==> src/rtl/conv_sequencer.sv <==
// Convolution sequencer: loads the 4x4 data and 3x3 filter from memory, runs
// one MAC per cycle over the four 2x2 output positions (conv + 3x3 max-pool),
// then offers the results back to memory. A watchdog aborts stalled waits.
module conv_sequencer #(
  parameter int unsigned TIMEOUT = 16
) (
  input  logic         clk,
  input  logic         rst,
  input  logic         start,
  input  logic [2:0]   ms,
  input  logic [127:0] data_bus,
  input  logic [71:0]  filter_bus,
  output logic [2:0]   mem_state,
  output logic [2:0]   cs,
  output logic [31:0]  ret22,
  output logic [31:0]  ret33,
  output logic         busy,
  output logic         done,
  output logic         err
);

  localparam int unsigned WaitW = $clog2(TIMEOUT + 1);

  typedef enum logic [2:0] {StIdle, StLoad, StCompute, StWrite, StDone} state_e;

  state_e             state_q, state_d;
  logic [WaitW-1:0]   wait_q, wait_d, wait_inc;
  logic [1:0]         p_q, p_d, fr_q, fr_d, fc_q, fc_d;
  logic [19:0]        acc_q, acc_d, acc_sum;
  logic [7:0]         mx_q, mx_d, mx_new;
  logic [127:0]       data_q, data_d;
  logic [71:0]        filt_q, filt_d;
  logic [31:0]        ret22_q, ret22_d, ret33_q, ret33_d;
  logic               err_q, err_d, busy_q, busy_d, done_q, done_d;
  logic [2:0]         mem_state_q, mem_state_d, cs_q, cs_d;

  logic [1:0]         row, col;
  logic [3:0]         fidx;
  logic [7:0]         d_byte, f_byte, sat;
  logic [15:0]        prod;

  // Datapath for the current tap: window element, product, running sum and max.
  always_comb begin
    row     = 2'(p_q[1]) + fr_q;
    col     = 2'(p_q[0]) + fc_q;
    fidx    = 4'(fr_q) * 4'd3 + 4'(fc_q);
    d_byte  = data_q[{row, col, 3'b000} +: 8];
    f_byte  = filt_q[{fidx, 3'b000} +: 8];
    prod    = 16'(d_byte) * 16'(f_byte);
    acc_sum = acc_q + 20'(prod);
    mx_new  = (d_byte > mx_q) ? d_byte : mx_q;
    // acc >> 8 exceeds a byte whenever any of bits 19:16 are set.
    sat     = (acc_sum[19:16] != 4'd0) ? 8'hFF : acc_sum[15:8];
    wait_inc = wait_q + WaitW'(1);
  end

  // Next-state logic; registered outputs are derived from the next state.
  always_comb begin
    state_d = state_q;
    wait_d  = wait_q;
    p_d     = p_q;
    fr_d    = fr_q;
    fc_d    = fc_q;
    acc_d   = acc_q;
    mx_d    = mx_q;
    data_d  = data_q;
    filt_d  = filt_q;
    ret22_d = ret22_q;
    ret33_d = ret33_q;
    err_d   = err_q;

    unique case (state_q)
      StIdle: begin
        if (start) begin
          state_d = StLoad;
          err_d   = 1'b0;
          wait_d  = '0;
        end
      end
      StLoad: begin
        if (ms == 3'b001) begin
          data_d  = data_bus;
          filt_d  = filter_bus;
          ret22_d = '0;
          ret33_d = '0;
          acc_d   = '0;
          mx_d    = '0;
          p_d     = '0;
          fr_d    = '0;
          fc_d    = '0;
          state_d = StCompute;
        end else begin
          wait_d = wait_inc;
          if (wait_inc == WaitW'(TIMEOUT)) begin
            err_d   = 1'b1;
            state_d = StIdle;
          end
        end
      end
      StCompute: begin
        if (fr_q == 2'd2 && fc_q == 2'd2) begin
          // Last tap of this position: commit results and reset for the next.
          ret22_d[{p_q, 3'b000} +: 8] = sat;
          ret33_d[{p_q, 3'b000} +: 8] = mx_new;
          acc_d = '0;
          mx_d  = '0;
          fr_d  = '0;
          fc_d  = '0;
          if (p_q == 2'd3) begin
            wait_d  = '0;
            state_d = StWrite;
          end else begin
            p_d = p_q + 2'd1;
          end
        end else begin
          acc_d = acc_sum;
          mx_d  = mx_new;
          if (fc_q == 2'd2) begin
            fc_d = '0;
            fr_d = fr_q + 2'd1;
          end else begin
            fc_d = fc_q + 2'd1;
          end
        end
      end
      StWrite: begin
        if (ms == 3'b010) begin
          state_d = StDone;
        end else begin
          wait_d = wait_inc;
          if (wait_inc == WaitW'(TIMEOUT)) begin
            err_d   = 1'b1;
            state_d = StIdle;
          end
        end
      end
      StDone: begin
        state_d = StIdle;
      end
      default: begin
        state_d = StIdle;
      end
    endcase

    unique case (state_d)
      StLoad:             mem_state_d = 3'b001;
      StCompute, StWrite: mem_state_d = 3'b010;
      default:            mem_state_d = 3'b000;
    endcase
    cs_d   = (state_d == StWrite) ? 3'b001 : 3'b000;
    busy_d = (state_d != StIdle);
    done_d = (state_d == StDone);
  end

  // State and output registers with synchronous reset.
  always_ff @(posedge clk) begin
    if (rst) begin
      state_q     <= StIdle;
      wait_q      <= '0;
      p_q         <= '0;
      fr_q        <= '0;
      fc_q        <= '0;
      acc_q       <= '0;
      mx_q        <= '0;
      data_q      <= '0;
      filt_q      <= '0;
      ret22_q     <= '0;
      ret33_q     <= '0;
      err_q       <= 1'b0;
      busy_q      <= 1'b0;
      done_q      <= 1'b0;
      mem_state_q <= 3'b000;
      cs_q        <= 3'b000;
    end else begin
      state_q     <= state_d;
      wait_q      <= wait_d;
      p_q         <= p_d;
      fr_q        <= fr_d;
      fc_q        <= fc_d;
      acc_q       <= acc_d;
      mx_q        <= mx_d;
      data_q      <= data_d;
      filt_q      <= filt_d;
      ret22_q     <= ret22_d;
      ret33_q     <= ret33_d;
      err_q       <= err_d;
      busy_q      <= busy_d;
      done_q      <= done_d;
      mem_state_q <= mem_state_d;
      cs_q        <= cs_d;
    end
  end

  assign mem_state = mem_state_q;
  assign cs        = cs_q;
  assign ret22     = ret22_q;
  assign ret33     = ret33_q;
  assign busy      = busy_q;
  assign done      = done_q;
  assign err       = err_q;

endmodule

==> config.mk <==
export PLATFORM = sky130hd
export DESIGN_NAME = conv_sequencer
export DESIGN_NICKNAME = d
export VERILOG_FILES = /design/src/rtl/conv_sequencer.sv
export SDC_FILE = /design/constraint.sdc
export NUM_CORES = 1
export LEC_CHECK = 0
export ABC_AREA = 0
export ABC_CLOCK_PERIOD_IN_PS = 8810
export BUFFER_PORTS_ARGS = -buffer_cell sky130_fd_sc_hd__buf_4
export CAP_MARGIN = 5
export CORE_UTILIZATION = 57
export CTS_CLUSTER_SIZE = 16
export DETAILED_ROUTE_END_ITERATION = 10
export GPL_TIMING_DRIVEN = 0
export MAX_ROUTING_LAYER = met4
export PLACE_DENSITY_LB_ADDON = 0.15
export SLEW_MARGIN = 5
export SYNTH_ARGS = -nofsm -noshare
export SYNTH_HDL_FRONTEND = slang
export SYNTH_SLANG_ARGS = --single-unit
==> constraint.sdc <==
create_clock -name clk -period 8.81 [get_ports clk]
set_input_delay 0.881 -clock clk [delete_from_list [all_inputs] [get_ports clk]]
set_output_delay 0.881 -clock clk [all_outputs]
set_load 0.05 [all_outputs]
==> impl_metrics.yaml <==
min_path:
  holdPathStages: 2
  hp-class: "reg -> reg"
  hold_path_end: "data_q[20]"
  hold_start: "data_q[20]"
sta:
  clock_skew_ns: 0.0212
  grt_setup_unrepaired: "false"
  fin_crit_ns: 8.27
  hold_violations: 0
  finalSetupViolations: 0
  fin_crit_sh: 0.938
  final.setup.worst_slack_ns: 0.545
  worstMarginPinSlew_ns: 0.797
  fmax_mhz: 121
  totalNegativeSetupSlack_ns: 0
  slew_violations: 0
  relSlewSlack: 0.468
detailed_routing:
  drt_pre_antenna_iters: 8
  vias: 14400
  drt_iter0_drc: 1199
  routed_wl_mm: 45.6
  drc_errors: 0
  wire_per_inst_um: 17.9
  drt.antenna.violating_nets: 0
  vias_per_cell: 5.66
clock_tree:
  cts-resized-gates: 0
  cts.path.max_buffers: 3
  numClockSinks: 312
  holdBufCountCts: 0
  cts_tree: "done"
  clk_latency_ns: 0.53
  clock-root-buffer: "clkbuf_16"
  post_cts_buffers: 0
  numCtsBuffers: 34
  cts_max_level: 2
  clk_pin_slew_ns: 0.06
yosys:
  synth_area_sq_um: 16000
  synth-compound-area-share: 0.165
  seq_area_frac_synth: 0.390
  synth-seq-cells: 312
  ys.flop_type: "dfxtp_1"
  yosys_warnings: 0
  synth_edf_count: 0
  synthMuxAreaShare: 0.0857
  synth_cell_types: 72
  synth_top_family_by_area: "simple AND/OR/NAND/NOR gates"
  syn_inst: 1828
  syn_area_per_cell_sq_um: 8.77
  synth_xor_xnor_area_share: 0.00702
  synthArstFlopShare: 0
  synthSimpleGateAreaFrac: 0.179
  synthAdderAreaFrac: 0.113
power_and_ir_drop:
  p_comb_frac: 0.066
  p_sw_frac: 0.230
  p_seq_frac: 0.467
  p_int_mw: 2.37
  ir_worst_vdd_uv: 105
  p_clk_frac: 0.467
  powerDensity_nw_per_um2: 156
  switching_power_mw: 0.706
  power_leakage_nw: 8.08
grt:
  grt_pass1_vias: 13900
  track_usage: 0.328
  grt_remaining_overflow: 0
  grt_antenna_before_repair: 0
  grt_pass1_wl_mm: 71.2
  grt_max_degree: 15
die:
  die_area_sq_um: 28800
  die_h_um: 170
  start_util: 0.579
  io_pins: 279
  die_x_um: 170
  core-area_sq_um: 27700
  fp-row-count: 61
critical_path:
  timing.rr.end: "ret22[18]"
  worstPathMaxFanout: 9
  r2r-start: "fr_q[1]"
  start_kind: "flop"
  critPathCaptureType: "flop"
  crit_type: "reg -> reg"
  cp.required_ns: 9.22
  reg2reg_slack_ns: 0.54
  ff2ff_path_depth: 27
  arrival_ns: 8.67
place:
  io_buffers: 274
  globalplace.congestion: 0.965
  pre_cts_ws_ns: 0.377
  hpwlAfterDp_mm: 35.2
finish:
  area_delta_synth_final_pct: 22.8
  nNetsFinal: 2459
  final_common_cell: "nand2_1"
  layout_common_cells: "nand2_1 (479), dfxtp_1 (312), buf_4 (280)"
  n_antenna_cell: 0
  drive_gt1_frac: 0.204
run:
  maxCapViolations: 0
status:
  run_status: "finished clean"
cells in the mapped netlist, types with 6 or more instances:
cell type	n	share of area
a21oi_1	245	0.076
a221o_1	24	0.015
a22o_1	40	0.022
a22oi_1	15	0.0070
a32oi_1	9	0.0049
and2_1	50	0.020
and3_1	11	0.0043
buf_2	18	0.0056
buf_4	6	0.0028
clkbuf_1	90	0.021
dfxtp_1	312	0.39
fa_1	52	0.065
ha_1	61	0.048
inv_1	125	0.029
mux2i_1	9	0.0056
mux4_2	56	0.079
nand2_1	479	0.11
nand3_1	11	0.0034
nor2_1	63	0.015
nor2b_1	9	0.0035
nor3_1	8	0.0025
o211ai_2	6	0.0047
o21ai_0	19	0.0059
o21ai_1	11	0.0034
o31ai_1	6	0.0028
xnor2_1	9	0.0049
kinds of logic (layout without fill, tap and decap cells):
group           count (synthesis)  after routing
xor+xnor                       12             12
simple gates                  667            667
flops                         312            312
mux                            66             66
buf+inv                       245            579
compound gates                412            412
fa+ha+maj                     113            113
other cells                     1              3
critical path, stage by stage, from the launching register on:
cell	delay, ns
dfxtp_1	0.52
inv_1	0.11
fa_1	0.58
inv_1	0.07
ha_1	0.20
fa_1	0.45
buf_1	0.31
nor2_1	0.17
nand2_1	0.09
nor2_1	0.35
nand2_1	0.11
o21ai_1	0.32
nand2_1	0.16
fa_1	0.53
fa_1	0.55
inv_1	0.06
fa_1	0.53
inv_1	0.06
fa_1	0.53
inv_1	0.04
ha_1	0.36
a211o_1	0.31
a211o_1	0.34
a41oi_4	0.25
o21ba_4	0.21
mux2i_4	0.41
o211ai_2	0.23
a22o_1	0.29
registers in the layout, summed over array words and instances (netlist names), 3 cells and up:
register / count
acc_q: 20
data_q: 128
filt_q: 72
mx_q: 8
ret22: 32
ret33: 32
state_q: 3
wait_q: 5
per-layer routing:
| metal | global-route usage | part of all wire | vias up |
|---|---|---|---|
| li1 | - | - | 6812 |
| met1 | 0.415 | 0.41 | 6846 |
| met2 | 0.534 | 0.48 | 614 |
| met3 | 0.0471 | 0.075 | 111 |
| met4 | 0.118 | 0.034 | 0 |
| met5 | - | 0 | - |
stage by stage:
stage | hold slack (ns) | power [mW] | std cells | util | instance area, sq um
global route | 0.466 | 3.15 | 2542 | 0.711 | 19700
global placement | 0.438 | 1.66 | 2482 | 0.670 | 18600
finish | 0.451 | 3.07 | 2542 | 0.711 | 19700
detailed placement | 0.443 | 1.67 | 2482 | 0.670 | 18600
CTS | 0.451 | 3.08 | 2542 | 0.711 | 19700
floorplan | 0.433 | 1.55 | 1830 | - | 16000
power groups by stage:
stage / Clock, mW / Sequential, mW / Combinational [mW]
floorplan: 0 / 1.47 / 0.0862
global placement: 0 / 1.47 / 0.195
detailed placement: 0 / 1.47 / 0.198
CTS: 1.44 / 1.44 / 0.199
global route: 1.50 / 1.44 / 0.217
finish: 1.44 / 1.44 / 0.202
how the worst max path moves through the flow:
stage | from | end | slack [ns] | cells past startpoint
2_1_floorplan | fr_q[1] | ret22[13] | 1.51 | 27
3_3_place_gp | fr_q[1] | ret22[23] | 0.54 | 25
3_5_place_dp | fr_q[1] | ret22[23] | 0.38 | 25
4_1_cts | fr_q[1] | ret22[23] | 0.33 | 25
5_1_grt | fr_q[1] | ret22[23] | 0.09 | 27
6_report | fr_q[1] | ret22[18] | 0.54 | 27
area by class of cell:
class	count	area, sq um
timing repair buffer	274	2060
buffer	120	520
inverter	125	469
fill	2163	8010
sequential	312	6250
clock buffer	45	943
tap	378	473
multi-input combinational	1273	8810
clock inverter	15	176
Note: power is estimated with default switching activity, not from simulation.
